[src/rtl/vga_sync_gen_if.sv]
// ---------------------------------------------------------------------------
// vga_sync_gen_if
//   Bundles the raw counter position consumed by vga_sync_gen and the
//   fetch/sync/blank outputs it produces.
//   master : counter side  (drives h_count/v_count, observes the outputs)
//   slave  : vga_sync_gen  (reads h_count/v_count, drives the outputs)
//   Signals:
//     h_count, v_count   raw horizontal/vertical position
//     pix_req, pix_x,    pixel-fetch strobe and address (latency 1)
//     pix_y
//     video_on, hsync,   DAC-side blank/sync/pulse outputs (latency 1+PIPE_DLY)
//     vsync, line_start,
//     frame_start
// ---------------------------------------------------------------------------
interface vga_sync_gen_if #(
    parameter int unsigned H_W = 10,
    parameter int unsigned V_W = 10
);
    logic [H_W-1:0] h_count;
    logic [V_W-1:0] v_count;
    logic           pix_req;
    logic [H_W-1:0] pix_x;
    logic [V_W-1:0] pix_y;
    logic           video_on;
    logic           hsync;
    logic           vsync;
    logic           line_start;
    logic           frame_start;

    modport master (
        output h_count, v_count,
        input  pix_req, pix_x, pix_y, video_on, hsync, vsync, line_start, frame_start
    );

    modport slave (
        input  h_count, v_count,
        output pix_req, pix_x, pix_y, video_on, hsync, vsync, line_start, frame_start
    );
endinterface

[src/rtl/vga_sync_gen.sv]
// ---------------------------------------------------------------------------
// vga_sync_gen
//   Timing decoder behind the VGA h/v pixel counter. Decodes the raw position
//   into a registered pixel-fetch request/address and into blank/sync/line/
//   frame outputs delayed by PIPE_DLY extra cycles to line up with the pixel
//   source read latency. Every output is driven straight from a flop.
//   Ports:
//     clk    pixel clock
//     rst_n  asynchronous assert, synchronous release, active-low reset
//     bus    vga_sync_gen_if.slave: h_count/v_count in; pix_req, pix_x,
//            pix_y, video_on, hsync, vsync, line_start, frame_start out
// ---------------------------------------------------------------------------
module vga_sync_gen #(
    parameter int unsigned H_W      = 10,
    parameter int unsigned V_W      = 10,
    parameter int unsigned H_ACTIVE = 640,
    parameter int unsigned H_FP     = 16,
    parameter int unsigned H_SYNC   = 96,
    parameter int unsigned H_MAX    = 799,
    parameter int unsigned V_ACTIVE = 480,
    parameter int unsigned V_FP     = 10,
    parameter int unsigned V_SYNC   = 2,
    parameter int unsigned V_MAX    = 524,
    parameter int unsigned PIPE_DLY = 2,
    parameter logic        HS_POL   = 1'b0,
    parameter logic        VS_POL   = 1'b0
) (
    input  logic           clk,
    input  logic           rst_n,
    vga_sync_gen_if.slave  bus
);

    // One spare bit so no boundary constant can overflow the compare width.
    localparam int unsigned CW = ((H_W > V_W) ? H_W : V_W) + 1;

    localparam logic [CW-1:0] C_H_ACT  = CW'(H_ACTIVE);
    localparam logic [CW-1:0] C_HS_BEG = CW'(H_ACTIVE + H_FP);
    localparam logic [CW-1:0] C_HS_END = CW'(H_ACTIVE + H_FP + H_SYNC);
    localparam logic [CW-1:0] C_H_MAX  = CW'(H_MAX);
    localparam logic [CW-1:0] C_V_ACT  = CW'(V_ACTIVE);
    localparam logic [CW-1:0] C_VS_BEG = CW'(V_ACTIVE + V_FP);
    localparam logic [CW-1:0] C_VS_END = CW'(V_ACTIVE + V_FP + V_SYNC);
    localparam logic [CW-1:0] C_V_MAX  = CW'(V_MAX);

    // Sync bits are stored already at pin polarity so the last stage can
    // drive the pins with no logic after the flop.
    typedef struct packed {
        logic vis;
        logic hsync;
        logic vsync;
        logic ls;
        logic fs;
    } dly_t;

    localparam dly_t DLY_RST = '{vis: 1'b0, hsync: ~HS_POL, vsync: ~VS_POL, ls: 1'b0, fs: 1'b0};

    logic [CW-1:0]  h_w;
    logic [CW-1:0]  v_w;
    logic           in_range;
    logic           vis;
    logic           hs;
    logic           vs;
    logic           ls;
    logic           fs;

    logic           pix_req_d;
    logic [H_W-1:0] pix_x_d;
    logic [V_W-1:0] pix_y_d;
    dly_t           stage_d;

    logic           pix_req_q;
    logic [H_W-1:0] pix_x_q;
    logic [V_W-1:0] pix_y_q;
    dly_t           dly_q [0:PIPE_DLY];

    assign h_w = CW'(bus.h_count);
    assign v_w = CW'(bus.v_count);

    always_comb begin
        in_range = (h_w <= C_H_MAX) && (v_w <= C_V_MAX);
        vis      = in_range && (h_w < C_H_ACT) && (v_w < C_V_ACT);
        hs       = in_range && (h_w >= C_HS_BEG) && (h_w < C_HS_END);
        vs       = in_range && (v_w >= C_VS_BEG) && (v_w < C_VS_END);
        ls       = in_range && (h_w == '0);
        fs       = ls && (v_w == '0);

        pix_req_d = vis;
        pix_x_d   = vis ? bus.h_count : '0;
        pix_y_d   = vis ? bus.v_count : '0;

        stage_d       = DLY_RST;
        stage_d.vis   = vis;
        stage_d.hsync = hs ? HS_POL : ~HS_POL;
        stage_d.vsync = vs ? VS_POL : ~VS_POL;
        stage_d.ls    = ls;
        stage_d.fs    = fs;
    end

    always_ff @(posedge clk or negedge rst_n) begin
        if (!rst_n) begin
            pix_req_q <= 1'b0;
            pix_x_q   <= '0;
            pix_y_q   <= '0;
            for (int unsigned i = 0; i <= PIPE_DLY; i++) begin
                dly_q[i] <= DLY_RST;
            end
        end else begin
            pix_req_q <= pix_req_d;
            pix_x_q   <= pix_x_d;
            pix_y_q   <= pix_y_d;
            dly_q[0]  <= stage_d;
            for (int unsigned i = 1; i <= PIPE_DLY; i++) begin
                dly_q[i] <= dly_q[i-1];
            end
        end
    end

    assign bus.pix_req     = pix_req_q;
    assign bus.pix_x       = pix_x_q;
    assign bus.pix_y       = pix_y_q;
    assign bus.video_on    = dly_q[PIPE_DLY].vis;
    assign bus.hsync       = dly_q[PIPE_DLY].hsync;
    assign bus.vsync       = dly_q[PIPE_DLY].vsync;
    assign bus.line_start  = dly_q[PIPE_DLY].ls;
    assign bus.frame_start = dly_q[PIPE_DLY].fs;

endmodule

[src/flat_wrapper.sv]
// flat-port wrapper written by rule: the top's interface ports become plain ports
module vga_sync_gen_flat 
#(
    parameter int unsigned H_W      = 10,
    parameter int unsigned V_W      = 10,
    parameter int unsigned H_ACTIVE = 640,
    parameter int unsigned H_FP     = 16,
    parameter int unsigned H_SYNC   = 96,
    parameter int unsigned H_MAX    = 799,
    parameter int unsigned V_ACTIVE = 480,
    parameter int unsigned V_FP     = 10,
    parameter int unsigned V_SYNC   = 2,
    parameter int unsigned V_MAX    = 524,
    parameter int unsigned PIPE_DLY = 2,
    parameter logic        HS_POL   = 1'b0,
    parameter logic        VS_POL   = 1'b0
)
  (clk, rst_n, bus_h_count, bus_v_count, bus_pix_req, bus_pix_x, bus_pix_y, bus_video_on, bus_hsync, bus_vsync, bus_line_start, bus_frame_start);
  vga_sync_gen_if #(.H_W(H_W), .V_W(V_W)) bus_i ();
  input  logic clk;
  input  logic rst_n;
  input wire logic [$bits(bus_i.h_count)-1:0] bus_h_count;
  input wire logic [$bits(bus_i.v_count)-1:0] bus_v_count;
  output wire logic [$bits(bus_i.pix_req)-1:0] bus_pix_req;
  output wire logic [$bits(bus_i.pix_x)-1:0] bus_pix_x;
  output wire logic [$bits(bus_i.pix_y)-1:0] bus_pix_y;
  output wire logic [$bits(bus_i.video_on)-1:0] bus_video_on;
  output wire logic [$bits(bus_i.hsync)-1:0] bus_hsync;
  output wire logic [$bits(bus_i.vsync)-1:0] bus_vsync;
  output wire logic [$bits(bus_i.line_start)-1:0] bus_line_start;
  output wire logic [$bits(bus_i.frame_start)-1:0] bus_frame_start;
  assign bus_i.h_count = bus_h_count;
  assign bus_i.v_count = bus_v_count;
  assign bus_pix_req = bus_i.pix_req;
  assign bus_pix_x = bus_i.pix_x;
  assign bus_pix_y = bus_i.pix_y;
  assign bus_video_on = bus_i.video_on;
  assign bus_hsync = bus_i.hsync;
  assign bus_vsync = bus_i.vsync;
  assign bus_line_start = bus_i.line_start;
  assign bus_frame_start = bus_i.frame_start;
  vga_sync_gen #(.H_W(H_W), .V_W(V_W), .H_ACTIVE(H_ACTIVE), .H_FP(H_FP), .H_SYNC(H_SYNC), .H_MAX(H_MAX), .V_ACTIVE(V_ACTIVE), .V_FP(V_FP), .V_SYNC(V_SYNC), .V_MAX(V_MAX), .PIPE_DLY(PIPE_DLY), .HS_POL(HS_POL), .VS_POL(VS_POL)) u_core (.clk(clk), .rst_n(rst_n), .bus(bus_i));
endmodule
[config.mk]
export PLATFORM = sky130hd
export DESIGN_NAME = vga_sync_gen_flat
export DESIGN_NICKNAME = d
export VERILOG_FILES = /design/src/rtl/vga_sync_gen_if.sv /design/src/rtl/vga_sync_gen.sv /design/src/flat_wrapper.sv
export SDC_FILE = /design/constraint.sdc
export NUM_CORES = 1
export LEC_CHECK = 0
export ABC_AREA = 1
export BUFFER_PORTS_ARGS = -buffer_cell sky130_fd_sc_hd__buf_2
export CAP_MARGIN = 25
export CORE_ASPECT_RATIO = 0.7
export CORE_MARGIN = 2
export CORE_UTILIZATION = 43
export CTS_BUF_LIST = sky130_fd_sc_hd__clkbuf_16
export DETAILED_ROUTE_END_ITERATION = 16
export GPL_TIMING_DRIVEN = 0
export PLACE_DENSITY_LB_ADDON = 0.05
export SETUP_SLACK_MARGIN = 0.4
export SLEW_MARGIN = 30
export SYNTH_ARGS = -nofsm -noshare
export SYNTH_HDL_FRONTEND = slang
export SYNTH_SLANG_ARGS = --single-unit
export TNS_END_PERCENT = 20
[constraint.sdc]
create_clock -name clk -period 0.8 [get_ports clk]
set_input_delay 0 -clock clk [delete_from_list [all_inputs] [get_ports clk]]
set_output_delay 0 -clock clk [all_outputs]
set_load 0.1 [all_outputs]
## After elaboration in Yosys (flattened, before gate mapping)

Index checks and enable logic that the tools add are counted.

- Bits in registers: 35
- Latch bits: 0
- Bits in writable memories: 0
- ROM bits: 0
- Bits of input ports: 22
- Output and inout bits: 26
- Logic and storage cells: 40
- Memories: 0

- Add/subtract/negate cells: 0
- $mul: 0
- Div/mod/pow operators: 0
- Magnitude comparators: 8
- Eq/ne operators: 0
- Shifts and indexed selects: 0
- Mux-type cells: 4
- Bitwise logic cells: 0
- Reduce and logical (&&, ||, !) cells: 11

Operators with widths:

| operator | number |
|---|---|
| zero test 11 bit | 2 |
| <= comparator 10 bit, second input constant | 2 |
| < comparator 10 bit, second input constant | 2 |
| < comparator 10 x 9 -> 1 bit, second input constant | 2 |
| 2-to-1 mux 10 bit | 2 |
| greater-or-equal comparator 10 bit, second input constant | 1 |
| greater-or-equal comparator 10 x 9 -> 1 bit, second input constant | 1 |
| logical AND 1 bit | 9 |
| 2-to-1 mux 1 bit | 2 |

## Logic depth before layout (Yosys ltp)

Gate-level depths: netlist of the first run.

- Depth in word-level cells: 5
- Mapped depth: 7
- Gate-level depth less buffers: 7

## Worst setup path after synthesis of the first run

OpenSTA, ideal clock, no wires.

- Path type: reg-to-reg
- From: register, netlist name u_core.bus.pix_req
- To: register u_core.dly_q[9] (netlist name)
- Library setup time: 0.201 ns
- Data arrival time: 0.895 ns
- Required time: 0.599 ns
- Slack: -0.296 ns
- Stages on the path, launching flop included: 1
- Buffers on the path: 0
- Period minus slack after synthesis: 1.096 ns
- Cells stage by stage: dfrtp_1

RTL lines:

| item | line | RTL |
|---|---|---|
| end signal: indexed assignment | vga_sync_gen.sv:113 | `dly_q[i] <= dly_q[i-1];` |
| end: declaration | vga_sync_gen.sv:74 | `dly_t dly_q [0:PIPE_DLY];` |

## Worst setup path in the final report of the first run

- From: register u_core.dly_q, in the netlist u_core.bus.hsync
- To: output bus_hsync

RTL lines:

| item | line | RTL |
|---|---|---|
| end: declaration | flat_wrapper.sv:28 | `output wire logic [$bits(bus_i.hsync)-1:0] bus_hsync;` |

No word-level cell between the ends.

==> results.md, run 1 <==
- Status: complete, but fails checks
- Failing checks: hold timing, setup timing
- Worst Setup Start Kind: flop
- Top cells by area, synth: dfrtp_1 56%, dfstp_2 12%, nor2_2 11%, inv_1 5.3%, nand2_1 2.6%
- Port bufs: 47
- Worst Hold Class: input pin to asynchronous set/reset pin
- Number of remaining DRC errors: 0
- Clk Latency, worst-skew pair: 0.27 ns
- Worst hold slack: -0.335 ns
- Setup violators final: 26
- Clock root cell: clkbuf_16
- Routed wire length: 2760 um
- Die span in y: 49.7 um
- Post-Syn Area per Cell: 11.8 um^2
- R2r setup slk: between 0.15 and 0.2 ns
- Die W: ~70 um
- Critical Path AT: 1.06 ns
- Via count: 920
- Leak Pwr: 1.01 nW
- Levels on crit path: 1
- Final hold violations: 49
- Post-DP HPWL: between 1500 and 2000 um
- Starting DRC count in detailed routing: 57
- Layout cells sized above 1: 79.3%
- Worst setup margin: -0.258 ns
- Slew Viols, Final: 0
- FP Rows: 16
- Core area: between 2000 and 3000 um^2
- Initial antenna violation count: 0
- Worst r2r src: u_core.bus.pix_req$_DFF_PN0_
- Worst Skew: around 0.0013 ns
- DR pass1 iterations: 4
- Via density per instance: 4.60
- Synth cell types: 17
- Met3 wire length: 146 um
- Die area: 3450 um^2
- Sequential cell area fraction in the yosys report: 68.7%
- Largest area contributor in the netlist: dfrtp_1
- Area growth syn-to-layout: 77.3%
- Fmax: roughly 940 MHz
- Final net count: 185
- Worst VDD drop: roughly 0.0012 V
- PD cells: 2090 nW/um^2
- Slowest stage delay, CP: 0.62 ns
- Synth Warn #: 0
- Num Clock Sinks: 35
- Cell count after synthesis: 109
- Worst reg-to-reg path cell count: 0
- Maximum buffer depth of the clock tree: 2
- CP max stage cell: dfstp_4
- CP Capture Type: output pin
- # IOs: 48
- DR top layer: met4
- Crit path cell chain: buf_12
- Worst-path clk slew: roughly 0.050 ns
- Crit path kind: flop to output pin
- Total gr overflow: 0
- Cts bufs inserted: 5
- Final Power: 4.75 mW
- Data required time of the worst path: 0.80 ns
- Depth of the CTS H-tree: 2
- DP Cell Count: 192
- Final worst-path cycle share: 132%
- Total track usage: 17.4%
- CP delay by family, top: flip-flops
- CTS tree: done
- Final Critical Period: 1.06 ns
- Syn Nets: 131
- Yosys top cell area share: 56.5%
- WL met2: 1530 um
- RSZ-0062 raised after global routing: true
- Largest net degree at the start of global routing: 36
- Post-route ant nets: 0
- Postcts setup bufs: 0
- Buffer and inverter count on the worst path: 1
- RePlAce Congestion: 0.824
- ANT cells: 0
- FF+latch count, synth: 35
- WL per Instance: between 10 and 15 um
- Max Cap Violations: 0
- Filler cells: 173
- R2r endpoint: u_core.dly_q[9]$_DFF_PN0_
- Worst-path fanout max: 1
- Initial Util: between 40% and 50%
- Post-route non-filler standard cell count: 200
- Vias in the first global route: 898
- Global-route wire length before repair: 4240 um
- Mapped Area: 1280 um^2
- Met1 Wirelength: 1040 um
[cell usage after synthesis]
| library cell | number |
|---|---|
| dfrtp_1 | 29 |
| nor2_2 | 22 |
| inv_1 | 18 |
| nand2_1 | 9 |
| dfstp_2 | 6 |
| nand3_1 | 4 |
| inv_2 | 3 |
| nand3_2 | 3 |
| nand4_1 | 3 |
| nor2_1 | 3 |
| buf_6 | 2 |
| nor4_1 | 2 |
| a21oi_2 | 1 |
| a31oi_1 | 1 |
| conb_1 | 1 |
| nand2_2 | 1 |
| nor2_4 | 1 |
[flip-flops by register name, indices dropped and copies added (netlist names)]
signal	count
u_core.bus.video_on	1
u_core.bus.hsync	1
u_core.bus.pix_y	10
u_core.bus.line_start	1
u_core.bus.frame_start	1
u_core.bus.pix_x	10
u_core.bus.pix_req	1
u_core.dly_q	9
u_core.bus.vsync	1
[area by class of cell]
cell class	count	area, um^2	share of cell area (%)
flip-flops and latches	35	948	41.6
repair buffers	47	586	25.7
multi-input cells	51	432	18.9
clock buffers	5	125	5.49
inverters	21	86.3	3.79
well taps	36	45.0	1.98
plain buffers	2	40.0	1.76
clock inverters	3	16.3	0.714
[layer usage]
metal	vias up	global-route usage, %
met5	-	0
li1	434	-
met2	26	29.3
met1	455	19.9
met3	5	5.32
met4	0	9.80
[worst max-delay path by stage]
stage                                             from                        end
after CTS                   u_core.bus.hsync$_DFF_PN1_                  bus_hsync
after global placement      u_core.bus.hsync$_DFF_PN1_                  bus_hsync
after floorplan           u_core.bus.pix_req$_DFF_PN0_  u_core.dly_q[9]$_DFF_PN0_
after detailed placement    u_core.bus.hsync$_DFF_PN1_                  bus_hsync
after global routing        u_core.bus.hsync$_DFF_PN1_                  bus_hsync
final                       u_core.bus.hsync$_DFF_PN1_                  bus_hsync
[kinds of logic after synthesis]
kind of cell / Yosys count / share of synthesized area [%]
compound gates: 2 / 1.17
simple gates: 48 / 21.9
flops: 35 / 68.7
buf+inv: 23 / 7.89
other cells: 1 / 0.292
[layout by cell type (no fill, tap or decap), types with 5 or more instances in the layout]
cell type / synthesis / routed
buf_12: 0 / 16
buf_2: 0 / 13
nor2_4: 1 / 21
buf_8: 0 / 5
clkbuf_16: 0 / 5
nor2_2: 22 / 5
dfrtp_2: 0 / 13
inv_2: 3 / 6
dfrtp_4: 0 / 11
nand2_1: 9 / 6
buf_6: 2 / 14
inv_1: 18 / 14
dfrtp_1: 29 / 5
[power by group]
part	switching [mW]	internal, mW
sequential	0.0426	1.86
combinational	0.698	0.325
clock	0.695	1.13
total	1.44	3.32
[repair_timing]
| action | CTS | global route |
|---|---|---|
| endpoints found under the hold margin | 49 | 40 |
| pin swaps | 27 | 28 |
| gates resized for setup | 110 | 26 |
| endpoints found under the setup margin | 70 | 60 |
[through the flow]
| stage | TNS (ns) | util, % | instance area, um^2 | setup WS (ns) | hold slack, ns |
|---|---|---|---|---|---|
| 2_1_floorplan | 0 | - | 1350 | 0.0228 | -0.296 |
| 3_3_place_gp | -0.387 | 57.8 | 1630 | -0.194 | 0.0923 |
| 3_5_place_dp | -0.387 | 57.8 | 1630 | -0.194 | 0.119 |
| 4_1_cts | -2.71 | 77.3 | 2180 | -0.265 | -0.318 |
| 5_1_grt | -3.02 | 80.7 | 2280 | -0.279 | -0.293 |
| 6_report | -2.57 | 80.7 | 2280 | -0.258 | -0.335 |
Note: power is estimated with default switching activity, not from simulation.
==> run 2: changes to the inputs <==
Settings changed: PLACE_DENSITY set to 0.79, PLACE_DENSITY_LB_ADDON 0.05 to not set, SLEW_MARGIN 30 to 25.
==> run 2 against run 1 <==
Setup slack worse by 0.0045 ns. Total power is 0.22% higher. Clock power barely moved. First-iteration DRC count up 32%. The run still ends with hold timing, setup timing left. Sequential power about the same. Utilization up 0.35 points. Critical path depth did not move. Die area is the same.
==> results.md, run 2 (synthesis gave the netlist of run 1 again) <==
- Status: complete, but fails checks (unchanged)
- Failing checks: hold timing, setup timing (unchanged)
- Setup violators final: 26 (unchanged)
- Initial Util: 45.5% (unchanged)
- Worst hold slack: -0.300 ns (was -0.335 ns)
- Final net count: 185 (unchanged)
- Via density per instance: 4.70 (was 4.60)
- Total Neg Setup Slack: -2.59 ns (was -2.57 ns)
- Area growth syn-to-layout: 78.1% (was 77.3%)
- Final Critical Period: 1.06 ns (about the same)
- Fmax: 941 MHz (was 945 MHz)
- Final worst-path cycle share: 133% (was 132%)
- Routed wire length: 3140 um (was 2760 um)
- Final hold violations: 40 (was 49)
- CTS tree: done (unchanged)
- Vias in the first global route: 1,008 (was 898)
- Buffer and inverter count on the worst path: 1 (unchanged)
- CP max stage cell: dfstp_4 (unchanged)
- Die span in y: 49.7 um (unchanged)
- Leak Pwr: 1.02 nW (was 1.01 nW)
- FP Rows: 16 (unchanged)
- Maximum buffer depth of the clock tree: 2 (unchanged)
- CP Capture Type: output pin (unchanged)
- Worst Skew: 0.00148 ns (was 0.00129 ns)
- Max Cap Violations: 0 (unchanged)
- Total gr overflow: 0 (unchanged)
- Port bufs: 47 (unchanged)
- Starting DRC count in detailed routing: 75 (was 57)
- Die W: 69.3 um (unchanged)
- ANT cells: 0 (unchanged)
- Crit path cell chain: buf_12 (unchanged)
- PD cells: 2080 nW/um^2 (was 2090 nW/um^2)
- Clk Latency, worst-skew pair: 0.27 ns (about the same)
- Post-DP HPWL: 1710 um (was 1530 um)
- # IOs: 48 (unchanged)
- WL per Instance: 15.7 um (was 13.8 um)
- Cts bufs inserted: 5 (unchanged)
- Crit path kind: flop to output pin (unchanged)
- Worst-path fanout max: 1 (unchanged)
- Data required time of the worst path: 0.80 ns (about the same)
- Via count: 940 (was 920)
- Num Clock Sinks: 35 (unchanged)
- Final Power: 4.76 mW (was 4.75 mW)
- Commonest non-fill, non-tap cell in the layout: nor2_4 (unchanged)
- Die area: 3450 um^2 (unchanged)
- RSZ-0062 raised after global routing: true (unchanged)
- Worst VDD drop: 0.00149 V (was 0.00121 V)
- Most frequent cells in the layout: 19 x nor2_4, 17 x buf_12, 14 x inv_1 (was 21 x nor2_4, 16 x buf_12, 14 x inv_1, 14 x buf_6)
- Post-route ant nets: 0 (unchanged)
- Total track usage: 19.0% (was 17.4%)
- Critical Path AT: 1.06 ns (about the same)
- Global-route wire length before repair: 4690 um (was 4240 um)
- Postcts setup bufs: 0 (unchanged)
- RePlAce Congestion: 0.780 (was 0.824)
- Worst setup margin: -0.263 ns (was -0.258 ns)
- Depth of the CTS H-tree: 2 (unchanged)
- DR pass1 iterations: 2 (was 4)
- Number of remaining DRC errors: 0 (unchanged)
- Slew Viols, Final: 0 (unchanged)
- Core area: 2820 um^2 (unchanged)
- CP delay by family, top: flip-flops (unchanged)
- Worst-path clk slew: 0.05 ns (about the same)
- Layout cells sized above 1: 78.0% (was 79.3%)
- Initial antenna violation count: 0 (unchanged)
- Slowest stage delay, CP: 0.62 ns (about the same)
- Clock root cell: clkbuf_16 (unchanged)
- Largest net degree at the start of global routing: 36 (unchanged)
- R2r setup slk: 0.19 ns (about the same)
- Worst Setup Start Kind: flop (unchanged)
- Worst Hold Class: input pin to asynchronous set/reset pin (unchanged)
-- run 2: worst paths after layout --
| kind | endpoint | cells after the start | startpoint |
|---|---|---|---|
| setup / recovery | bus_hsync | 1 | u_core.bus.hsync$_DFF_PN1_ |
| hold / removal | u_core.bus.pix_y[9]$_DFF_PN0_ | 1 | rst_n |
| setup reg to reg | u_core.dly_q[9]$_DFF_PN0_ | 0 | u_core.bus.pix_req$_DFF_PN0_ |
| hold reg to reg | u_core.bus.video_on$_DFF_PN0_ | 0 | u_core.dly_q[9]$_DFF_PN0_ |
| max in group asynchronous | u_core.bus.pix_x[1]$_DFF_PN0_ | 1 | rst_n |
| min in group clk | u_core.dly_q[12]$_DFF_PN1_ | 3 | bus_v_count[9] |
-- run 2: final cells by class --
type	instances	area [um^2]
clock buffer	5	125
timing repair buffer	47	608
fill	144	534
clock inverter	3	16.3
sequential	35	948
multi-input combinational	51	417
inverter	21	88.8
buffer	2	40.0
tap	36	45.0
-- run 2: metal layers --
metal / routed length [um] / global-route usage [%] / up-vias
met4: 106 / 12.7 / 0
met3: 171 / 6.75 / 9
met1: 1130 / 18.5 / 460
li1: - / - / 435
met2: 1730 / 34.3 / 36
met5: 0 / 0 / -
-- run 2: what timing repair did --
item,4_1_cts,5_1_grt
setup endpoints to repair,59,89
hold endpoints to repair,47,41
pin swaps,28,29
gates resized for setup,108,30
-- run 2: power breakdown --
group | internal (mW) | switching [mW] | leakage (nW)
clock network | 1.13 | 0.684 | 0.0710
logic | 0.337 | 0.706 | 0.531
registers | 1.86 | 0.0449 | 0.414
-- run 2: metrics by stage --
| step | setup WS (ns) | util, % | cell area (um^2) | hold slack [ns] | std cells |
|---|---|---|---|---|---|
| after global placement | -0.194 | 57.8 | 1630 | 0.0831 | 192 |
| after global routing | -0.281 | 81.1 | 2290 | -0.260 | 200 |
| after detailed placement | -0.207 | 57.8 | 1630 | 0.105 | 192 |
| after floorplan | 0.0228 | - | 1350 | -0.296 | 109 |
| after CTS | -0.273 | 77.1 | 2180 | -0.189 | 200 |
| final | -0.263 | 81.1 | 2290 | -0.300 | 200 |
